$ cat src/rtl/sprite_blitter.sv
// CHIP-8 blit engine: framebuffer clear and XOR sprite draw with collision flag.
// Sprite bytes come from main RAM; the framebuffer is updated by read-modify-write.
module sprite_blitter (
  input  logic        clk,
  input  logic        rst,
  input  logic        hires,
  input  logic [2:0]  blit_op,
  input  logic [11:0] blit_src,
  input  logic [3:0]  blit_srcHeight,
  input  logic [6:0]  blit_destX,
  input  logic [5:0]  blit_destY,
  input  logic        blit_enable,
  output logic        busy,
  output logic        collision,
  output logic        src_en,
  output logic [11:0] src_addr,
  input  logic [7:0]  src_data,
  output logic        fb_en,
  output logic        fb_wr,
  output logic [9:0]  fb_addr,
  output logic [7:0]  fb_in,
  input  logic [7:0]  fb_out
);

  localparam logic [2:0] BLIT_OP_CLEAR  = 3'd1;
  localparam logic [2:0] BLIT_OP_SPRITE = 3'd2;

  typedef enum logic [2:0] {
    S_IDLE, S_CLEAR, S_SRC_ADDR, S_SRC_WAIT, S_SRC_LATCH,
    S_FB_ADDR, S_FB_WAIT, S_FB_WRITE
  } state_t;

  state_t      state_q;
  logic        busy_q, collision_q, src_en_q, fb_en_q, fb_wr_q;
  logic [11:0] src_addr_q;
  logic [9:0]  fb_addr_q;
  logic        hires_q, wide_q, byte_idx_q;
  logic [6:0]  x_q;
  logic [5:0]  row_q;
  logic [4:0]  rows_left_q;
  logic [1:0]  k_q;
  logic [7:0]  sprite_hi_q;
  logic [23:0] span_q;

  logic [15:0] spr_bits;
  logic [23:0] span_d;
  logic [7:0]  span_k;
  logic [1:0]  last_k;
  logic [5:0]  row_d;

  function automatic logic [3:0] col_of(input logic [3:0] base, input logic [1:0] k,
                                        input logic hi);
    logic [3:0] c;
    c = base + {2'b00, k};
    return hi ? c : {1'b0, c[2:0]};
  endfunction

  // Current source byte is used directly so the span is ready when leaving SRC_LATCH.
  assign spr_bits = wide_q ? {sprite_hi_q, src_data} : {src_data, 8'h00};
  assign span_d   = {spr_bits, 8'h00} >> x_q[2:0];
  assign last_k   = wide_q ? 2'd2 : 2'd1;
  assign row_d    = hires_q ? row_q + 6'd1 : {1'b0, row_q[4:0] + 5'd1};

  always_comb begin
    span_k = span_q[7:0];
    case (k_q)
      2'd0:    span_k = span_q[23:16];
      2'd1:    span_k = span_q[15:8];
      default: span_k = span_q[7:0];
    endcase
  end

  // Write data depends on the read returned this cycle, so it cannot be registered.
  assign fb_in     = (state_q == S_FB_WRITE) ? (fb_out ^ span_k) : '0;
  assign busy      = busy_q;
  assign collision = collision_q;
  assign src_en    = src_en_q;
  assign src_addr  = src_addr_q;
  assign fb_en     = fb_en_q;
  assign fb_wr     = fb_wr_q;
  assign fb_addr   = fb_addr_q;

  always_ff @(posedge clk) begin
    if (rst) begin
      state_q     <= S_IDLE;
      busy_q      <= 1'b0;
      collision_q <= 1'b0;
      src_en_q    <= 1'b0;
      fb_en_q     <= 1'b0;
      fb_wr_q     <= 1'b0;
      src_addr_q  <= '0;
      fb_addr_q   <= '0;
      hires_q     <= 1'b0;
      wide_q      <= 1'b0;
      byte_idx_q  <= 1'b0;
      x_q         <= '0;
      row_q       <= '0;
      rows_left_q <= '0;
      k_q         <= '0;
      sprite_hi_q <= '0;
      span_q      <= '0;
    end else begin
      case (state_q)
        S_IDLE: begin
          if (blit_enable) begin
            hires_q     <= hires;
            x_q         <= hires ? blit_destX : {1'b0, blit_destX[5:0]};
            row_q       <= hires ? blit_destY : {1'b0, blit_destY[4:0]};
            src_addr_q  <= blit_src;
            wide_q      <= (blit_srcHeight == 4'd0);
            rows_left_q <= (blit_srcHeight == 4'd0) ? 5'd16 : {1'b0, blit_srcHeight};
            byte_idx_q  <= 1'b0;
            collision_q <= 1'b0;
            if (blit_op == BLIT_OP_CLEAR) begin
              state_q   <= S_CLEAR;
              busy_q    <= 1'b1;
              fb_en_q   <= 1'b1;
              fb_wr_q   <= 1'b1;
              fb_addr_q <= '0;
            end else if (blit_op == BLIT_OP_SPRITE && (blit_srcHeight != 4'd0 || hires)) begin
              state_q  <= S_SRC_ADDR;
              busy_q   <= 1'b1;
              src_en_q <= 1'b1;
            end
          end
        end
        S_CLEAR: begin
          if (fb_addr_q == 10'd1023) begin
            state_q <= S_IDLE;
            busy_q  <= 1'b0;
            fb_en_q <= 1'b0;
            fb_wr_q <= 1'b0;
          end else begin
            fb_addr_q <= fb_addr_q + 10'd1;
          end
        end
        S_SRC_ADDR: begin
          src_en_q <= 1'b0;
          state_q  <= S_SRC_WAIT;
        end
        S_SRC_WAIT: state_q <= S_SRC_LATCH;
        S_SRC_LATCH: begin
          src_addr_q <= src_addr_q + 12'd1;
          if (wide_q && !byte_idx_q) begin
            sprite_hi_q <= src_data;
            byte_idx_q  <= 1'b1;
            src_en_q    <= 1'b1;
            state_q     <= S_SRC_ADDR;
          end else begin
            span_q    <= span_d;
            k_q       <= 2'd0;
            fb_en_q   <= 1'b1;
            fb_addr_q <= {row_q, col_of(x_q[6:3], 2'd0, hires_q)};
            state_q   <= S_FB_ADDR;
          end
        end
        S_FB_ADDR: begin
          fb_en_q <= 1'b0;
          state_q <= S_FB_WAIT;
        end
        S_FB_WAIT: begin
          fb_en_q <= 1'b1;
          fb_wr_q <= 1'b1;
          state_q <= S_FB_WRITE;
        end
        S_FB_WRITE: begin
          collision_q <= collision_q | (|(fb_out & span_k));
          fb_wr_q     <= 1'b0;
          if (k_q == last_k) begin
            fb_en_q <= 1'b0;
            if (rows_left_q == 5'd1) begin
              busy_q  <= 1'b0;
              state_q <= S_IDLE;
            end else begin
              rows_left_q <= rows_left_q - 5'd1;
              row_q       <= row_d;
              byte_idx_q  <= 1'b0;
              src_en_q    <= 1'b1;
              state_q     <= S_SRC_ADDR;
            end
          end else begin
            k_q       <= k_q + 2'd1;
            fb_addr_q <= {row_q, col_of(x_q[6:3], k_q + 2'd1, hires_q)};
            state_q   <= S_FB_ADDR;
          end
        end
        default: state_q <= S_IDLE;
      endcase
    end
  end

endmodule

$ cat config.mk
export PLATFORM = sky130hd
export DESIGN_NAME = sprite_blitter
export DESIGN_NICKNAME = d
export VERILOG_FILES = /design/src/rtl/sprite_blitter.sv
export SDC_FILE = /design/constraint.sdc
export NUM_CORES = 1
export LEC_CHECK = 0
export ABC_CLOCK_PERIOD_IN_PS = 2500
export BUFFER_PORTS_ARGS = -buffer_cell sky130_fd_sc_hd__buf_2
export CAP_MARGIN = 20
export CORE_MARGIN = 4
export CORE_UTILIZATION = 55
export DETAILED_ROUTE_END_ITERATION = 7
export GPL_TIMING_DRIVEN = 0
export HOLD_SLACK_MARGIN = 0.05
export MAX_ROUTING_LAYER = met4
export PLACE_DENSITY = 0.76
export SLEW_MARGIN = 10
export SYNTH_ARGS = -nofsm -noshare
export SYNTH_HDL_FRONTEND = slang
export SYNTH_SLANG_ARGS = --single-unit
$ cat constraint.sdc
create_clock -name clk -period 2.5 [get_ports clk]
set_input_delay 0.5 -clock clk [delete_from_list [all_inputs] [get_ports clk]]
set_output_delay 0.5 -clock clk [all_outputs]
set_load 0.005 [all_outputs]
==> results of run 1 <==
## cell type report
type                       instances  area, um2
buffer                            42        208
clock buffer                      10        138
clock inverter                     6       46.3
fill                             853       3210
inverter                          14       52.6
multi-input combinational        513       3350
sequential                        84       1690
tap                              129        161
timing repair buffer              86        430
## layer usage
layer | part of all wire (%) | GRT usage, % | up-vias
li1 | - | - | 2593
met1 | 44 | 41.0 | 2572
met2 | 44 | 44.7 | 292
met3 | 9.8 | 3.25 | 31
met4 | 2.1 | 8.33 | 0
met5 | 0 | - | -
## cells by family (layout without fill, tap and decap cells)
group,Yosys count,after routing,share of synthesized area [%]
buffers and inverters,58,158,5.09
and+or+nand+nor,267,267,24.3
DFF,84,84,32.0
muxes,34,34,9.42
adders and majority gates,19,19,4.62
AOI/OAI and AO/OA,184,184,23.0
xor gates and xnor gates,9,9,1.50
## synth_stat cells (all sizes together) (6+ instances only)
| master | count |
|---|---|
| nand2 | 101 |
| dfxtp | 84 |
| nor2 | 62 |
| a21oi | 61 |
| o21ai | 33 |
| a22oi | 25 |
| clkbuf | 23 |
| nand3 | 23 |
| buf | 21 |
| a211oi | 17 |
| ha | 17 |
| nor3 | 15 |
| inv | 14 |
| and2 | 12 |
| mux2i | 12 |
| mux2 | 11 |
| mux4 | 11 |
| a31oi | 9 |
| and3 | 8 |
| nor4 | 8 |
| xnor2 | 8 |
| nor2b | 6 |
## where the power goes
part | internal, mW | switching (mW) | total, mW
Sequential | 1.38 | 0.0528 | 1.44
Clock | 0.398 | 0.548 | 0.946
Combinational | 0.194 | 0.261 | 0.456
## worst max path at each step
stage | startpoint | to | slack, ns | cells after the start
after floorplan | k_q[0]$_SDFFE_PP0P_ | fb_in[1] | 0.42 | 8
after detailed placement | k_q[0]$_SDFFE_PP0P_ | fb_in[6] | -0.03 | 9
after CTS | k_q[1]$_SDFFE_PP0P_ | fb_in[6] | 0.02 | 8
after global placement | k_q[0]$_SDFFE_PP0P_ | fb_in[4] | 0.03 | 9
after global routing | k_q[0]$_SDFFE_PP0P_ | fb_in[5] | -0.008 | 8
final | k_q[0]$_SDFFE_PP0P_ | fb_in[4] | 0.08 | 8
## flip-flops by register name (all words and copies together) (netlist names)
signal	count
wide_q	1
collision	1
busy	1
src_en	1
fb_en	1
row_q	6
k_q	2
state_q	3
src_addr	12
byte_idx_q	1
fb_addr	10
span_q	23
sprite_hi_q	8
fb_wr	1
hires_q	1
rows_left_q	5
x_q	7
## repair_timing
action	CTS	global route
gates resized for setup	6	6
setup endpoints to repair	8	8
pin swaps	1	1
cloned	0	0
hold buffers	0	0
## stage by stage
stage          worst slack [ns]  instances  hold slack [ns]
2_1_floorplan             0.416        655            0.432
3_3_place_gp             0.0314        870            0.441
3_5_place_dp            -0.0344        870            0.452
4_1_cts                  0.0171        884            0.362
5_1_grt                -0.00821        884            0.372
6_report                 0.0804        884            0.366
## worst reg2reg max path: cells and delay by family (launching register included)
kind	cells	cell delay [ns]
buffers and inverters	2	0.35
AND/OR/NAND/NOR	1	0.55
flip-flops	1	0.32
AO/OA/AOI/OAI	3	0.67
adder cells (fa/ha/maj)	1	0.16
==> flow_summary.ini, run 1 <==
[finish]
most_common_cell_after_layout_fill_and_taps_aside = sky130_fd_sc_hd__nand2_1
final_core_utilization_pct = 65.4
antenna-diode-count = 0
final_net_count = 820
final_layout_size_suffix_gt1_share_pct = 21.6
layout_common_cells = sky130_fd_sc_hd__nand2_1 (100), sky130_fd_sc_hd__buf_2 (99), sky130_fd_sc_hd__dfxtp_1 (82)
area_growth_pct = 15.5
design_area_um2 = 6070

[logic_synthesis]
post_synth.cell_area_avg_um2 = 8.03
ys_seq_area_share_pct = 32.0
postSynthNetCount = 725
synth_cell_type_count = 68
ys_dominant_reg_cell = sky130_fd_sc_hd__dfxtp_1
post_synthesis_cell_area_um2 = 5260
yosys-top-cells-area = sky130_fd_sc_hd__dfxtp_1 (32%), sky130_fd_sc_hd__nand2_1 (7.1%), sky130_fd_sc_hd__a21oi_1 (5.6%)
synth_area_leader_cell = sky130_fd_sc_hd__dfxtp_1
postSynth.asyncResetShare_pct = 0
ys_warn_count = 0
synth_edf_count = 0
ys_ff_latch = 84
synth_largest_type_area_fraction_pct = 32.0
postSynthCellCount = 655

[clocking]
clock_h_tree_levels = 3
cts-root-to-sink-buffers = 2
latest_clock_arrival_within_the_worst_skew_pair_ns = 0.36
cts_tree = built
path_clk_slew_ns = 0.10
cts_buf_count = 9
clkSinkCount = 84
cts.root.buffer_cell = sky130_fd_sc_hd__clkbuf_8
post_cts.repair.setup_buffers = 0

[sta]
timing.setup.tns_ns = 0
tightest_slew_ns = 0.742
final_hold_viol_count = 0
timing.max_slew.rel_slack_pct = 50.5
max_freq_ghz = 0.413
timing.final.max_slew_violations = 0
shortest_clock_period_the_worst_path_allows_after_layout_ns = 2.42
grt_setup_unrepaired = yes
fin_worst_skew_ns = 0.0105
report.final.setup_viol = 0
finalCritPeriodShare_pct = 96.8

[route]
avg_wl_per_cell_um = 18.1
post_drt_via_cell_ratio = 6.21
first_pass_iters = 7
routed_wl_um = 16000
via_count = 5488
drc = 0
detailedRoute.firstIterationViolations = 532
route.antenna.remaining_nets = 0

[floorplan]
fp.dieArea_um2 = 11200
num_rows = 35
placeableCoreArea_um2 = 9280
boundaryPins = 87
starting_density_of_the_core_pct = 56.6
die_width_um = 106
dieHeight_um = 106

[global_route]
initial_antenna_violation_count = 0
grt_first_pass_wirelength_um = 25800
globalRouteOverflowTotal = 0
maximum_number_of_pins_on_one_net_before_global_route_repair = 16
global_route_usage_sum_pct = 29.2
first_global_vias = 5101

[worst_setup_path]
sort_of_element_at_the_start_of_the_critical_path = register
critPathArrivalTime_ns = 1.92
critical-path-top-cell-by-count = sky130_fd_sc_hd__nand2_1
end_kind = primary output
cp_data_required_time_ns = 2.00
crit_slowest_cell = sky130_fd_sc_hd__dfxtp_4
timing.reg2reg.worst_path_depth = 7
reg2reg_to = row_q[2]$_SDFFE_PP0P_
worstPathCellList = inv_1, ha_4, nor2_4, nand2_1, nand2_1, ha_1, and2_1, buf_2
timing.rr.start = rows_left_q[1]$_SDFFE_PP0P_
timing_worst_setup_path_type = reg2out
crit_path_max_fanout = 9
cpLargestDelayFamily = simple AND/OR/NAND/NOR gates
cp_slowest_stage_delay_ns = 0.39
crit_buf_inv = 2
timing.reg2reg.setup_slack_ns = 0.39

[hold_path]
holdCritStartpoint = blit_src[10]
min_to = src_addr[10]$_SDFFE_PP0P_
whs_path_depth = 3
worstHoldPathType = in2reg

[place]
buffer_ports.inserted = 86
placedInstanceArea_um2 = 5850
dp.final_hpwl_um = 11900
gp_routability_congestion = 0.986

[pwr]
power.density_nw_per_um2 = 467
finalPower_mw = 2.84
power_leakage_nw = 2.36
peakVddDrop_v = 0.000325

[job]
max_cap_viol_count = 0

[outcome]
status = finished, final reports clean
No activity file was read; power rests on OpenSTA's default activity.
==> run 2: changes to the inputs <==
--- a/config.mk
+++ b/config.mk
@@ -5,16 +5,18 @@
 export SDC_FILE = /design/constraint.sdc
 export NUM_CORES = 1
 export LEC_CHECK = 0
-export ABC_CLOCK_PERIOD_IN_PS = 2500
+export ABC_CLOCK_PERIOD_IN_PS = 3000
 export BUFFER_PORTS_ARGS = -buffer_cell sky130_fd_sc_hd__buf_2
 export CAP_MARGIN = 20
+export CELL_PAD_IN_SITES_DETAIL_PLACEMENT = 1
+export CELL_PAD_IN_SITES_GLOBAL_PLACEMENT = 1
 export CORE_MARGIN = 4
-export CORE_UTILIZATION = 55
+export CORE_UTILIZATION = 45
 export DETAILED_ROUTE_END_ITERATION = 7
 export GPL_TIMING_DRIVEN = 0
 export HOLD_SLACK_MARGIN = 0.05
 export MAX_ROUTING_LAYER = met4
-export PLACE_DENSITY = 0.76
+export PLACE_DENSITY = 0.83
 export SLEW_MARGIN = 10
 export SYNTH_ARGS = -nofsm -noshare
 export SYNTH_HDL_FRONTEND = slang
==> constraint.sdc (replaced) <==
create_clock -name clk -period 3 [get_ports clk]
set_input_delay 0.6 -clock clk [delete_from_list [all_inputs] [get_ports clk]]
set_output_delay 0.6 -clock clk [all_outputs]
set_load 0.005 [all_outputs]
==> run 2 against run 1 <==
Against the previous run:
- total power down 3.2%
- worst hold slack better by 0.096 ns
- sequential power down 17%
- critical endpoint is now fb_in[1]
- critical path type unchanged
- utilization down 11 points
- highest routed layer unchanged
==> flow_summary.ini, run 2 (synthesis results as in run 1) <==
[clocking]
cts-root-to-sink-buffers = 2
postCtsHoldBufs = 0
cts_tree = built
latest_clock_arrival_within_the_worst_skew_pair_ns = 0.35
clock_h_tree_levels = 3
cts.root.buffer_cell = sky130_fd_sc_hd__clkbuf_16
path_clk_slew_ns = 0.07
cts_buf_count = 9
clkSinkCount = 84

[worst_setup_path]
timing.reg2reg.worst_path_depth = 8
timing.reg2reg.setup_slack_ns = 0.66
crit_slowest_cell = sky130_fd_sc_hd__buf_1
worstPathCellList = inv_1, ha_1, buf_1, nor2_4, nand2_1, nand2_1, ha_1, and2_1, buf_2
critPathArrivalTime_ns = 2.22
timing.rr.start = k_q[0]$_SDFFE_PP0P_
cp_slowest_stage_delay_ns = 0.40
cp_data_required_time_ns = 2.40
sort_of_element_at_the_start_of_the_critical_path = register
timing_worst_setup_path_type = reg2out
crit_path_max_fanout = 9
end_kind = primary output
reg2reg_to = fb_addr[3]$_SDFFE_PP0P_

[sta]
report.final.setup_viol = 0
max_freq_ghz = 0.355
shortest_clock_period_the_worst_path_allows_after_layout_ns = 2.82
grt_setup_unrepaired = no
fin_worst_skew_ns = 0.0109
holdWs_ns = 0.462
timing.setup.tns_ns = 0
timing.final.max_slew_violations = 0
final_critical_path_setup_slack_ns = 0.181
tightest_slew_ns = 0.786
finalCritPeriodShare_pct = 94.0
timing.max_slew.rel_slack_pct = 47.6
final_hold_viol_count = 0

[route]
first_pass_iters = 5
routed_wl_um = 18500
post_drt_via_cell_ratio = 6.14
route.antenna.remaining_nets = 0
drc = 0
detailedRoute.firstIterationViolations = 420
avg_wl_per_cell_um = 20.5
via_count = 5521

[place]
dp.final_hpwl_um = 14000
buffer_ports.inserted = 86
placement.setup.worst_slack_ns = 0.296
gp_routability_congestion = 0.989

[global_route]
first_global_vias = 5656
maximum_number_of_pins_on_one_net_before_global_route_repair = 15
global_route_usage_sum_pct = 28.9
globalRouteOverflowTotal = 0
initial_antenna_violation_count = 0
grt_first_pass_wirelength_um = 29600

[pwr]
power.density_nw_per_um2 = 445
peakVddDrop_v = 0.000274
finalPower_mw = 2.75
power_leakage_nw = 2.42

[finish]
largest_reg_flops = 23
final_layout_size_suffix_gt1_share_pct = 20.5
final_net_count = 821
most_common_cell_after_layout_fill_and_taps_aside = sky130_fd_sc_hd__nand2_1
antenna-diode-count = 0
layout_common_cells = sky130_fd_sc_hd__nand2_1 (100), sky130_fd_sc_hd__buf_2 (99), sky130_fd_sc_hd__dfxtp_1 (84)
area_growth_pct = 17.4
largest_register = span_q

[floorplan]
dieHeight_um = 116
starting_density_of_the_core_pct = 46.0
fp.dieArea_um2 = 13500
placeableCoreArea_um2 = 11400
boundaryPins = 87
num_rows = 39
die_width_um = 116

[outcome]
status = finished, final reports clean

[hold_path]
min_to = span_q[7]$_SDFFE_PP0P_
whs_path_depth = 2
holdCritStartpoint = span_q[7]$_SDFFE_PP0P_
worstHoldPathType = reg2reg

[job]
max_cap_viol_count = 0
run 2: worst max-delay path: cells and delay by family (launching register included):
family,cells,cell delay (ns)
adder cells (fa/ha/maj),2,0.44
flip-flops,1,0.34
AND/OR/NAND/NOR,4,0.43
buffers and inverters,3,0.66
run 2: timing repair:
item	4_1_cts	5_1_grt
resized for setup	1	1
cloned	0	0
pin swaps	0	1
buffers inserted	0	0
endpoints found under the setup margin	7	7
run 2: metal layers:
metal	GRT usage (%)	vias to the layer above	share of wire [%]
met1	37.9	2709	46
met2	45.6	181	46
met3	4.61	33	6.0
met4	9.51	0	2.1
met5	-	-	0
li1	-	2598	-
run 2: final cells by class:
type                       count  area (um2)
timing repair buffer          86         430
inverter                      14        52.6
sequential                    84        1680
tap                          143         179
multi-input combinational    513        3320
clock inverter                 5        61.3
buffer                        43         211
fill                        1494        5240
clock buffer                  11         243
run 2: worst max-delay path by stage:
stage,to,slack (ns),startpoint
floorplan,fb_in[1],0.82,k_q[0]$_SDFFE_PP0P_
global placement,fb_in[4],0.38,k_q[0]$_SDFFE_PP0P_
detailed placement,fb_in[4],0.30,k_q[0]$_SDFFE_PP0P_
CTS,fb_in[5],0.03,k_q[0]$_SDFFE_PP0P_
global route,fb_in[5],0.02,k_q[1]$_SDFFE_PP0P_
finish,fb_in[1],0.18,k_q[1]$_SDFFE_PP0P_
run 2: where the power goes:
group | internal (mW) | switching (mW)
registers | 1.15 | 0.0453
clock network | 0.672 | 0.482
logic | 0.162 | 0.231
run 2: stage by stage:
step | std cells | area [um2] | utilization [%]
floorplan | 655 | 5260 | -
detailed placement | 884 | 5870 | 51.4
global route | 899 | 6170 | 54.1
global placement | 884 | 5870 | 51.4
CTS | 900 | 6170 | 54.1
finish | 899 | 6170 | 54.1
